### config.mk
export PLATFORM = sky130hd
export DESIGN_NAME = vme_cmd_sequencer
export DESIGN_NICKNAME = d
export VERILOG_FILES = /design/src/rtl/vme_cmd_pkg.sv /design/src/rtl/vme_sync2.sv /design/src/rtl/vme_cmd_sequencer.sv
export SDC_FILE = /design/constraint.sdc
export NUM_CORES = 1
export LEC_CHECK = 0
export BUFFER_PORTS_ARGS = -buffer_cell sky130_fd_sc_hd__buf_2
export CAP_MARGIN = 20
export CORE_MARGIN = 4
export CORE_UTILIZATION = 25
export DETAILED_ROUTE_END_ITERATION = 8
export SETUP_SLACK_MARGIN = 0.2
export SYNTH_ARGS = -nofsm -noshare
export SYNTH_HDL_FRONTEND = slang
export SYNTH_HIERARCHICAL = 1
export SYNTH_SLANG_ARGS = --single-unit
### constraint.sdc
create_clock -name clk -period 4 [get_ports clk]
set_clock_uncertainty 0.2 [all_clocks]
set_input_delay 0.2 -clock clk [delete_from_list [all_inputs] [get_ports clk]]
set_output_delay 0.2 -clock clk [all_outputs]
set_load 0.01 [all_outputs]
### src/rtl/vme_cmd_pkg.sv
// Shared types and field positions for the VME command sequencer: FSM states,
// command/status bit positions and the default address modifier.
package vme_cmd_pkg;

  typedef enum logic [2:0] {
    ST_IDLE,
    ST_SETUP,
    ST_AS_ON,
    ST_DS_WAIT,
    ST_RELEASE,
    ST_DONE
  } state_t;

  localparam int READ_BIT  = 25;
  localparam int WRITE_BIT = 24;

  localparam int STAT_TIMEOUT_BIT = 16;
  localparam int STAT_READ_BIT    = 17;
  localparam int STAT_ILLEGAL_BIT = 18;

  localparam logic [5:0] DEFAULT_AM = 6'h39;

  // Completion word: read data in [15:0], status flags above, upper bits zero.
  function automatic logic [31:0] pack_result(input logic [15:0] data,
                                              input logic        timeout,
                                              input logic        is_read,
                                              input logic        illegal);
    logic [31:0] r;
    r                   = '0;
    r[15:0]             = data;
    r[STAT_TIMEOUT_BIT] = timeout;
    r[STAT_READ_BIT]    = is_read;
    r[STAT_ILLEGAL_BIT] = illegal;
    return r;
  endfunction

endpackage

### src/rtl/vme_sync2.sv
// Two-flop synchronizer for an asynchronous active-low bus strobe; resets to
// the inactive (high) level so a reset never looks like an acknowledge.
module vme_sync2 #(
  parameter logic RESET_VAL = 1'b1
) (
  input  logic clk,
  input  logic rst,
  input  logic d,
  output logic q
);

  logic meta;

  // NOTE: sequential state uses non-blocking assignments so both flops sample
  // their inputs from before the edge; blocking here would collapse the chain
  // into a single flop.
  always_ff @(posedge clk) begin
    if (rst) begin
      meta <= RESET_VAL;
      q    <= RESET_VAL;
    end else begin
      meta <= d;
      q    <= meta;
    end
  end

endmodule

### src/rtl/vme_cmd_sequencer.sv
// Bus-master stage turning driver commands into single A24/D16 VME cycles.
// Optional DTACK timeout is enabled by defining VME_CMD_TIMEOUT_EN.
module vme_cmd_sequencer
  import vme_cmd_pkg::*;
#(
  parameter int         SETUP_CYC   = 2,
  parameter int         TIMEOUT_CYC = 1023,
  parameter logic [5:0] VME_AM      = DEFAULT_AM
) (
  input  logic        clk,
  input  logic        rst,
  input  logic        start,
  input  logic [31:0] vme_cmd_reg,
  input  logic [31:0] vme_dat_reg_in,
  output logic        vme_cmd_rd,
  output logic        vme_dat_wr,
  output logic [31:0] vme_dat_reg_out,
  output logic [22:0] vme_addr,
  output logic [5:0]  vme_am,
  output logic        vme_as_b,
  output logic [1:0]  vme_ds_b,
  output logic        vme_write_b,
  output logic [15:0] vme_data_out,
  output logic        vme_data_oe,
  input  logic [15:0] vme_data_in,
  input  logic        vme_dtack_b
);

  state_t      state;
  logic [3:0]  setup_cnt;
  logic        is_read;
  logic        illegal;
  logic        timed_out;
  logic [15:0] cyc_data;
  logic        dtack_sync_b;

  logic cmd_read;
  logic cmd_write;

  // Read has priority: a command with both bits set runs as a read.
  assign cmd_read  = vme_cmd_reg[READ_BIT];
  assign cmd_write = vme_cmd_reg[WRITE_BIT] & ~vme_cmd_reg[READ_BIT];

  logic unused_inputs;
  assign unused_inputs = ^{vme_cmd_reg[31:26], vme_cmd_reg[0], vme_dat_reg_in[31:16]};

  vme_sync2 #(.RESET_VAL(1'b1)) u_dtack_sync (
    .clk (clk),
    .rst (rst),
    .d   (vme_dtack_b),
    .q   (dtack_sync_b)
  );

`ifdef VME_CMD_TIMEOUT_EN
  localparam int TO_W = $clog2(TIMEOUT_CYC + 1);
  logic [TO_W-1:0] to_cnt;
`else
  localparam int UNUSED_TIMEOUT_CYC = TIMEOUT_CYC;
`endif

  always_ff @(posedge clk) begin
    if (rst) begin
      state           <= ST_IDLE;
      setup_cnt       <= '0;
      is_read         <= 1'b0;
      illegal         <= 1'b0;
      timed_out       <= 1'b0;
      cyc_data        <= '0;
      vme_cmd_rd      <= 1'b0;
      vme_dat_wr      <= 1'b0;
      vme_dat_reg_out <= '0;
      vme_addr        <= '0;
      vme_am          <= '0;
      vme_as_b        <= 1'b1;
      vme_ds_b        <= 2'b11;
      vme_write_b     <= 1'b1;
      vme_data_out    <= '0;
      vme_data_oe     <= 1'b0;
`ifdef VME_CMD_TIMEOUT_EN
      to_cnt          <= '0;
`endif
    end else begin
      vme_dat_wr <= 1'b0;

      case (state)
        ST_IDLE: begin
          // The ready flag rises one clock after entering IDLE, so a start held
          // high across the DONE pulse is never double-accepted.
          if (!vme_cmd_rd) begin
            vme_cmd_rd <= 1'b1;
          end else if (start) begin
            vme_cmd_rd <= 1'b0;
            is_read    <= cmd_read;
            illegal    <= ~cmd_read & ~cmd_write;
            timed_out  <= 1'b0;
            cyc_data   <= '0;
            setup_cnt  <= '0;
            state      <= ST_SETUP;
            if (cmd_read || cmd_write) begin
              vme_addr     <= vme_cmd_reg[23:1];
              vme_am       <= VME_AM;
              vme_write_b  <= cmd_read;
              vme_data_out <= cmd_write ? vme_dat_reg_in[15:0] : 16'h0000;
              vme_data_oe  <= cmd_write;
            end
          end
        end

        ST_SETUP: begin
          if (illegal) begin
            state <= ST_DONE;
          end else if (setup_cnt == 4'(SETUP_CYC - 1)) begin
            vme_as_b <= 1'b0;
            state    <= ST_AS_ON;
          end else begin
            setup_cnt <= setup_cnt + 4'd1;
          end
        end

        ST_AS_ON: begin
          vme_ds_b <= 2'b00;
          state    <= ST_DS_WAIT;
`ifdef VME_CMD_TIMEOUT_EN
          to_cnt   <= '0;
`endif
        end

        ST_DS_WAIT: begin
          if (!dtack_sync_b) begin
            if (is_read) cyc_data <= vme_data_in;
            vme_as_b    <= 1'b1;
            vme_ds_b    <= 2'b11;
            vme_data_oe <= 1'b0;
            state       <= ST_RELEASE;
          end
`ifdef VME_CMD_TIMEOUT_EN
          else if (to_cnt == TO_W'(TIMEOUT_CYC - 1)) begin
            timed_out   <= 1'b1;
            vme_as_b    <= 1'b1;
            vme_ds_b    <= 2'b11;
            vme_data_oe <= 1'b0;
            state       <= ST_RELEASE;
          end else begin
            to_cnt <= to_cnt + 1'b1;
          end
`endif
        end

        ST_RELEASE: begin
          // After a timeout the slave may never release DTACK, so don't wait.
          if (dtack_sync_b || timed_out) state <= ST_DONE;
        end

        ST_DONE: begin
          vme_dat_wr      <= 1'b1;
          vme_dat_reg_out <= pack_result(cyc_data, timed_out, is_read, illegal);
          vme_write_b     <= 1'b1;
          state           <= ST_IDLE;
        end

        default: state <= ST_IDLE;
      endcase
    end
  end

endmodule
# Word-level counts from Yosys, hierarchy flattened
# Cells that the tools add are included.
classes:
  bitwise: 4
  order_cmp: 0
  shifts: 0
  n_div: 0
  reduce_logical: 16
  n_addsub: 1
  n_eq_ne: 16
  mul: 0
  n_mux: 36
op_table:
  columns: ["operator", "count"]
  rows:
  - ["$mux 16", 5]
  - ["$pmux 16 s2", 1]
  - ["$reduce_and 5->1", 4]
  - ["$mux 3", 6]
  - ["$ne 2x2->1 const B", 9]
  - ["$mux 4", 4]
  - ["$pmux 3 s5", 1]
  - ["$mux 1", 13]
  - ["$reduce_and 4->1", 3]
  - ["$reduce_bool 2->1", 5]
  - ["$pmux 4 s2", 1]
  - ["$eq 3x2->1 const B", 2]
  - ["$eq 3x3->1 const B", 2]
  - ["$pmux 1 s2", 3]
  - ["$add 4x1->4 const B", 1]
  - ["$eq 4x1->1 const B", 1]
  - ["$pmux 2 s2", 1]
  - ["$eq 3x1->1 const B", 1]
  - ["$logic_not 3->1", 1]
  - ["$ne 3x3->1 const B", 1]
  - ["$reduce_and 3->1", 1]
  - ["$and 1x1->1", 2]
  - ["$mux 2", 1]
  - ["$not 1->1", 2]
  - ["other kinds (2)", 2]
word_totals:
  out_inout_bits: 84
  rom_bits: 0
  elab_cells: 90
  ramBits: 0
  latch_bits: 0
  regBits: 92
  mem_count: 0

# Longest topological paths before layout
# Gate-level depths: netlist of the first run.
depth:
  ltp_word: 7
  ltp_mapped: 6
  ltp_nobuf: 5

# Modules after synthesis
# The synthesis of the first run kept the hierarchy.
by_module_without_submodules:
  columns: ["mod", "area_each_um2", "cells_per_inst", "n_inst"]
  rows:
  - ["vme_cmd_sequencer", 3686.0, 375, 1]
  - ["vme_sync2", 52.6, 4, 1]

# Least setup slack after synthesis of the first run
# No wires, ideal clock.
synth_timing:
  path_kind: "flip-flop to flip-flop"
  from: "reg illegal"
  to: "reg setup_cnt[1]"
  path_buffers: 0
  t_arrival_ns: 1.366
  path_stages_with_launch: 4
  t_required_ns: 3.679
  setup_slack_ns: 2.314
  path_cell_list: "dfxtp_1 or4b_4 o22ai_2 mux2_2"
synth_via:
  elab_chain_cells: 2
synth_rtl:
  columns: ["item", "line_no", "rtl"]
  rows:
  - ["from (decl)", "vme_cmd_sequencer.sv:32", "logic illegal;"]
  - ["from (signal assigned)", "vme_cmd_sequencer.sv:94", "illegal <= ~cmd_read & ~cmd_write;"]
  - ["$ne 2x2->1 (no line)", null, null]
  - ["$reduce_and 5->1 (no line)", null, null]
  - ["to (signal assigned)", "vme_cmd_sequencer.sv:116", "setup_cnt <= setup_cnt + 4'd1;"]
  - ["to (decl)", "vme_cmd_sequencer.sv:30", "logic [3:0] setup_cnt;"]
# Every way passes these cells.
# A chain may end at the register's enable or synchronous reset.

# Worst setup path in the final report of the first run
layout_timing:
  from: "reg vme_cmd_rd"
  to: "reg vme_data_out[10]"
layout_via:
  elab_chain_cells: 1
layout_rtl:
  columns: ["item", "line_no", "rtl"]
  rows:
  - ["from (decl)", "vme_cmd_sequencer.sv:15", "output logic vme_cmd_rd,"]
  - ["from (signal assigned)", "vme_cmd_sequencer.sv:69", "vme_cmd_rd <= 1'b0;"]
  - ["from (signal assigned)", "vme_cmd_sequencer.sv:90", "vme_cmd_rd <= 1'b1;"]
  - ["from (signal assigned)", "vme_cmd_sequencer.sv:92", "vme_cmd_rd <= 1'b0;"]
  - ["$reduce_and 4->1 (no line)", null, null]
  - ["to (signal assigned)", "vme_cmd_sequencer.sv:103", "vme_data_out <= cmd_write ? vme_dat_reg_in[15:0] : 16'h0000;"]
  - ["to (decl)", "vme_cmd_sequencer.sv:23", "output logic [15:0] vme_data_out,"]
# Every way passes these cells.

==> impl_metrics.tcl, run 1 <==
set metrics [dict create \
    swShare 0.307 \
    hold_viol 0 \
    cp-start-kind "flip-flop" \
    drt_iter0_markers 204 \
    criticalPathCategory "flip-flop to flip-flop" \
    start_util 0.256 \
    routedWlPerCell_um 15.1 \
    synthAdderAreaFrac 0.00669 \
    yosys_warnings 6 \
    overflow 0 \
    crit_fanout 28 \
    clkLatencyLatePin_ns 0.34 \
    drc 0 \
    status "complete, no violations" \
    synth-async-reset-ratio 0 \
    endpoint_kind "flip-flop" \
    vdd_ir_drop_max_mv 0.218 \
    synth_top_family_by_area "compound AO/OA/AOI/OAI gates" \
    tns_ns 0 \
    finalMaxSlewViolations 0 \
    clock-sinks 91 \
    grt_pass1_wl_um 17300 \
    synth-edff-count 0 \
    internal-power_mw 1.81 \
    cts_root_buffer "clkbuf_16" \
    hold_class "input port to flip-flop" \
    syn2layout_area_growth_pct 42.0 \
    antenna_found_initial 0 \
    ys_seq_area_frac 0.487 \
    relSlewSlack 0.288 \
    synthMuxAreaShare 0.0459 \
    min_period_ns 2.47 \
    fill_cells 1441 \
    syn_inst 379 \
    ant_nets 0 \
    core-area_um2 14600 \
    r2r_cells 3 \
    clk_pin_slew_ns 0.07 \
    die-width_um 130 \
    finalInstanceArea_um2 5310 \
    ys_ff_latch 91 \
    io_pins 168 \
    port_buffers 128 \
    clockBufferDepth 2 \
    dr_total_vias 3403 \
    power.density_cell_area_nw_per_um2 492 \
    cp_data_required_time_ns 4.08 \
    grt_pass1_vias 3494 \
    rsz0062_at_grt "no" \
    vias_per_cell 4.67 \
    grt_usage 0.129 \
    p_clk_frac 0.381 \
    layout.nets 624 \
    setup_viol 0 \
    gp_congestion 0.730 \
    cts_tree "done" \
    core.rowCount 44 \
    placed_area_um2 4380 \
    pwr-share-comb 0.224 \
    pwr-share-seq 0.395 \
    hold_depth 3 \
    worst-endpoint-arrival_ns 2.55 \
    layout-drive-gt1-share 0.291 \
    drt_pass1_iterations 4 \
    fmax_mhz 405 \
    syn_area_um2 3740 \
    cap_violations 0 \
    synth_compound_area_frac 0.206 \
    place.detailed.hpwl_um 6700 \
    p_sw_mw 0.801 \
    synth_flop_cell "dfxtp_1" \
    grt_max_degree 62 \
    yosys.area_share.simple 0.163 \
    power_leakage_nw 2.34 \
    fp.dieH_um 130 \
    tightest_slew_ns 1.07 \
    ys_types 55 \
    synth_xor_area_frac 0 \
    clock_tree.htree_level_count 3 \
    drt-total-wl_um 11000 \
    avgSynthCellArea_um2 9.86 \
    period_share 0.617 \
    dieArea_um2 17000 \
    cts_buffers 9 \
    cts.repair.resized 0 \
]
[synthesized netlist by cell type, drive strengths merged (2+ instances only)]
master / number / area share
or4b: 2 / 0.0074
nand3: 2 / 0.0027
clkbuf: 14 / 0.015
or2: 3 / 0.0050
inv: 5 / 0.0050
a21oi: 28 / 0.038
dfxtp: 91 / 0.49
o21ai: 5 / 0.0067
nand3b: 2 / 0.0040
nand2b: 17 / 0.028
mux2i: 16 / 0.043
nor3: 3 / 0.0040
nand4: 24 / 0.040
buf: 41 / 0.070
a22o: 34 / 0.080
a31oi: 2 / 0.0074
or3: 2 / 0.0033
nor2b: 4 / 0.0074
o31ai: 24 / 0.048
nor2: 11 / 0.011
ha: 2 / 0.0067
nand2: 22 / 0.022
[layer usage]
layer | global-route usage | up-vias | share of wire
li1 | - | 1671 | -
met1 | 0.156 | 1561 | 0.44
met2 | 0.205 | 151 | 0.46
met3 | 0.0409 | 20 | 0.071
met4 | 0.0697 | 0 | 0.024
met5 | 0 | - | 0
[area by class of cell]
type | count | area (µm²) | share of cell area
tap | 184 | 230 | 0.0434
timing repair buffer | 188 | 1240 | 0.234
sequential | 91 | 1820 | 0.343
multi-input combinational | 243 | 1640 | 0.309
clock buffer | 9 | 225 | 0.0424
antenna | 2 | 5.00 | 0.000943
clock inverter | 7 | 123 | 0.0231
inverter | 5 | 18.8 | 0.00354
[state kept, by name (all words and copies together) (netlist names)]
signal	flops
state	3
vme_as_b	1
cyc_data	16
u_dtack_sync/q	1
illegal	1
u_dtack_sync/meta	1
vme_dat_wr	1
vme_cmd_rd	1
vme_data_out	16
vme_ds_b	1
vme_addr	23
setup_cnt	4
vme_data_oe	1
is_read	1
vme_write_b	1
vme_dat_reg_out	18
vme_am	1
[cells by family (layout without fill, tap and decap cells)]
family | after synthesis | in the layout
AO/OA/AOI/OAI | 104 | 104
other | 1 | 18
multiplexers | 17 | 17
AND/OR/NAND/NOR | 104 | 104
flip-flops | 91 | 91
buffers and inverters | 60 | 209
adder cells (fa/ha/maj) | 2 | 2
[what timing repair did]
action | 4_1_cts | 5_1_grt
hold buffers | 56 | 0
setup buffers | 0 | 0
endpoints found under the hold margin | 56 | 0
[cells in the final DEF (no fill, tap or decap), types with 3 or more instances in the layout]
master	n
conb_1	16
a22o_1	34
nand2_1	22
clkbuf_16	9
bufinv_16	3
mux2i_1	16
buf_2	128
o31ai_1	24
nor2_1	11
buf_4	3
nand4_1	24
nand2b_1	17
nor2b_1	3
o21ai_0	5
dfxtp_1	91
a21oi_1	27
dlygate4sd3_1	56
inv_1	5
[critical path: stages, from the launching register on]
cell	delay, ns
dfxtp_1	0.41
and2_1	0.87
and4_1	0.70
a22o_1	0.22
[metrics by stage]
step / total power [mW] / worst slack, ns / hold WS (ns) / instances / util
final: 2.61 / 1.53 / 0.0492 / 729 / 0.364
after global routing: 2.75 / 1.34 / 0.0644 / 727 / 0.364
after detailed placement: 1.59 / 1.58 / 0.201 / 654 / 0.300
after floorplan: 1.45 / 2.31 / 0.0971 / 394 / -
after CTS: 2.64 / 1.56 / 0.0228 / 726 / 0.362
after global placement: 1.57 / 1.65 / 0.190 / 654 / 0.300
[worst paths after layout]
kind / slack (ns) / end / start
min reg2reg: 0.22 / u_dtack_sync/q / u_dtack_sync/meta
max reg2reg: 1.53 / vme_data_out[10] / vme_cmd_rd
min: 0.05 / is_read / vme_cmd_reg[25]
max: 1.53 / vme_data_out[10] / vme_cmd_rd
[power by group through the flow]
stage / sequential (mW) / clock, mW / combinational [mW]
after detailed placement: 1.05 / 0 / 0.534
after floorplan: 1.05 / 0 / 0.403
after CTS: 1.03 / 1.03 / 0.576
after global placement: 1.05 / 0 / 0.519
final: 1.03 / 0.995 / 0.584
after global routing: 1.04 / 1.07 / 0.634
(Power assumes the default switching activity.)
==> inputs of run 2 (changes only) <==
==> constraint.sdc (replaced) <==
create_clock -name clk -period 2.4 [get_ports clk]
set_clock_uncertainty 0.2 [all_clocks]
set_input_delay 0.12 -clock clk [delete_from_list [all_inputs] [get_ports clk]]
set_output_delay 0.12 -clock clk [all_outputs]
set_load 0.01 [all_outputs]
==> run 2 against run 1 <==
Core utilization rose by 0.21 points. Sequential power grew 67%. Worst setup slack got worse by 1.1 ns. Clock power increased by 47%. Count of clock-buffer cells in the layout rose by 1. Total power is 61% higher. Via count grew 2.3%. Largest cell class unchanged.
==> impl_metrics.tcl, run 2 (synthesis gave the netlist of run 1 again) <==
set metrics [dict create \
    cp-start-kind "flip-flop" \
    grt_usage 0.127 \
    start_util 0.256 \
    power_leakage_nw 2.37 \
    die-width_um 130 \
    drt_iter0_markers 177 \
    core.rowCount 44 \
    drc 0 \
    largest_reg_flops 23 \
    grt_max_degree 25 \
    cts_root_buffer "clkbuf_16" \
    reg_top3 "vme_addr (23), vme_dat_reg_out (18)" \
    core-area_um2 14600 \
    worst-endpoint-arrival_ns 2.04 \
    r2r_cells 3 \
    dr_total_vias 3480 \
    clk_pin_slew_ns 0.07 \
    overflow 0 \
    layout_commonest_cell "buf_2" \
    fp.dieH_um 130 \
    routedWlPerCell_um 14.7 \
    setup_viol 0 \
    clock-sinks 91 \
    drt-total-wl_um 10800 \
    endpoint_kind "flip-flop" \
    hold_class "input port to flip-flop" \
    cts_tree "done" \
    min_period_ns 2.00 \
    gp_congestion 0.743 \
    cts_buffers 9 \
    crit_fanout 16 \
    vias_per_cell 4.72 \
    tightest_slew_ns 0.657 \
    grt_pass1_vias 3406 \
    dieArea_um2 17000 \
    status "complete, no violations" \
    hold_viol 0 \
    cap_violations 0 \
    finalMaxSlewViolations 0 \
    syn2layout_area_growth_pct 42.8 \
    grt_pass1_wl_um 17000 \
    clkLatencyLatePin_ns 0.34 \
    io_pins 168 \
    mostFrequentLayoutCells "buf_2 (128), dfxtp_1 (91), dlygate4sd3_1 (57)" \
    layout.nets 635 \
    drt_pass1_iterations 5 \
    power.density_cell_area_nw_per_um2 787 \
    criticalPathCategory "flip-flop to flip-flop" \
    fin_util 0.366 \
    vdd_ir_drop_max_mv 0.338 \
    layout-drive-gt1-share 0.305 \
    layout.area.seq_um2 1820 \
    antenna_found_initial 0 \
    grt_busiest_layer "met2" \
    fin_hold_ws_ns 0.0183 \
    fill_cells 1385 \
    grt_use_met1 0.155 \
    multi_input_area_um2 1640 \
    cp_data_required_time_ns 2.44 \
    clockBufferDepth 2 \
    relSlewSlack 0.561 \
    ant_nets 0 \
    clock_tree.htree_level_count 3 \
    groute.layer.met2.usage 0.205 \
    tns_ns 0 \
    rsz0062_at_grt "no" \
    port_buffers 128 \
    use_met3 0.0364 \
    n_antenna_cell 0 \
    place.detailed.hpwl_um 7020 \
    hold_depth 2 \
    fmax_mhz 500 \
    top_register "vme_addr" \
    period_share 0.833 \
]
## run 2: stage by stage
stage | instance area [µm²] | total power, mW | instances | setup slack (ns)
floorplan | 3790 | 2.41 | 394 | 0.714
global placement | 4460 | 2.67 | 665 | 0.441
detailed placement | 4460 | 2.69 | 665 | 0.361
CTS | 5340 | 4.25 | 738 | 0.338
global route | 5340 | 4.43 | 738 | 0.226
finish | 5340 | 4.20 | 738 | 0.400
## run 2: critical path, stage by stage (launching register included)
cell,delay (ns)
dfxtp_1,0.60
or4b_4,0.55
o22ai_2,0.18
mux2_2,0.36
## run 2: per-layer routing
| layer | part of all wire | vias up |
|---|---|---|
| li1 | - | 1688 |
| met1 | 0.44 | 1613 |
| met2 | 0.47 | 148 |
| met3 | 0.064 | 31 |
| met4 | 0.032 | 0 |
| met5 | 0 | - |
## run 2: cell type report
| cell class | count | share of cell area |
|---|---|---|
| clock buffers | 10 | 0.0448 |
| well taps | 184 | 0.0431 |
| flip-flops and latches | 91 | 0.341 |
| repair buffers | 199 | 0.246 |
| inverters | 5 | 0.00351 |
| multi-input cells | 243 | 0.308 |
| clock inverters | 6 | 0.0134 |
## run 2: where the power goes
part | internal, mW | switching [mW]
combinational | 0.431 | 0.592
sequential | 1.61 | 0.109
clock | 0.845 | 0.617
## run 2: timing repair
item | 4_1_cts | 5_1_grt
gates resized for setup | 0 | 1
hold buffers | 57 | 0
buffers inserted | 0 | 0
endpoints found under the setup margin | 0 | 10
endpoints found under the hold margin | 58 | 0
## run 2: worst paths after layout
kind | startpoint | end | slack (ns)
max | state[0] | setup_cnt[1] | 0.40
min | rst | vme_addr[9] | 0.02
max reg2reg | state[0] | setup_cnt[1] | 0.40
min reg2reg | u_dtack_sync/meta | u_dtack_sync/q | 0.22
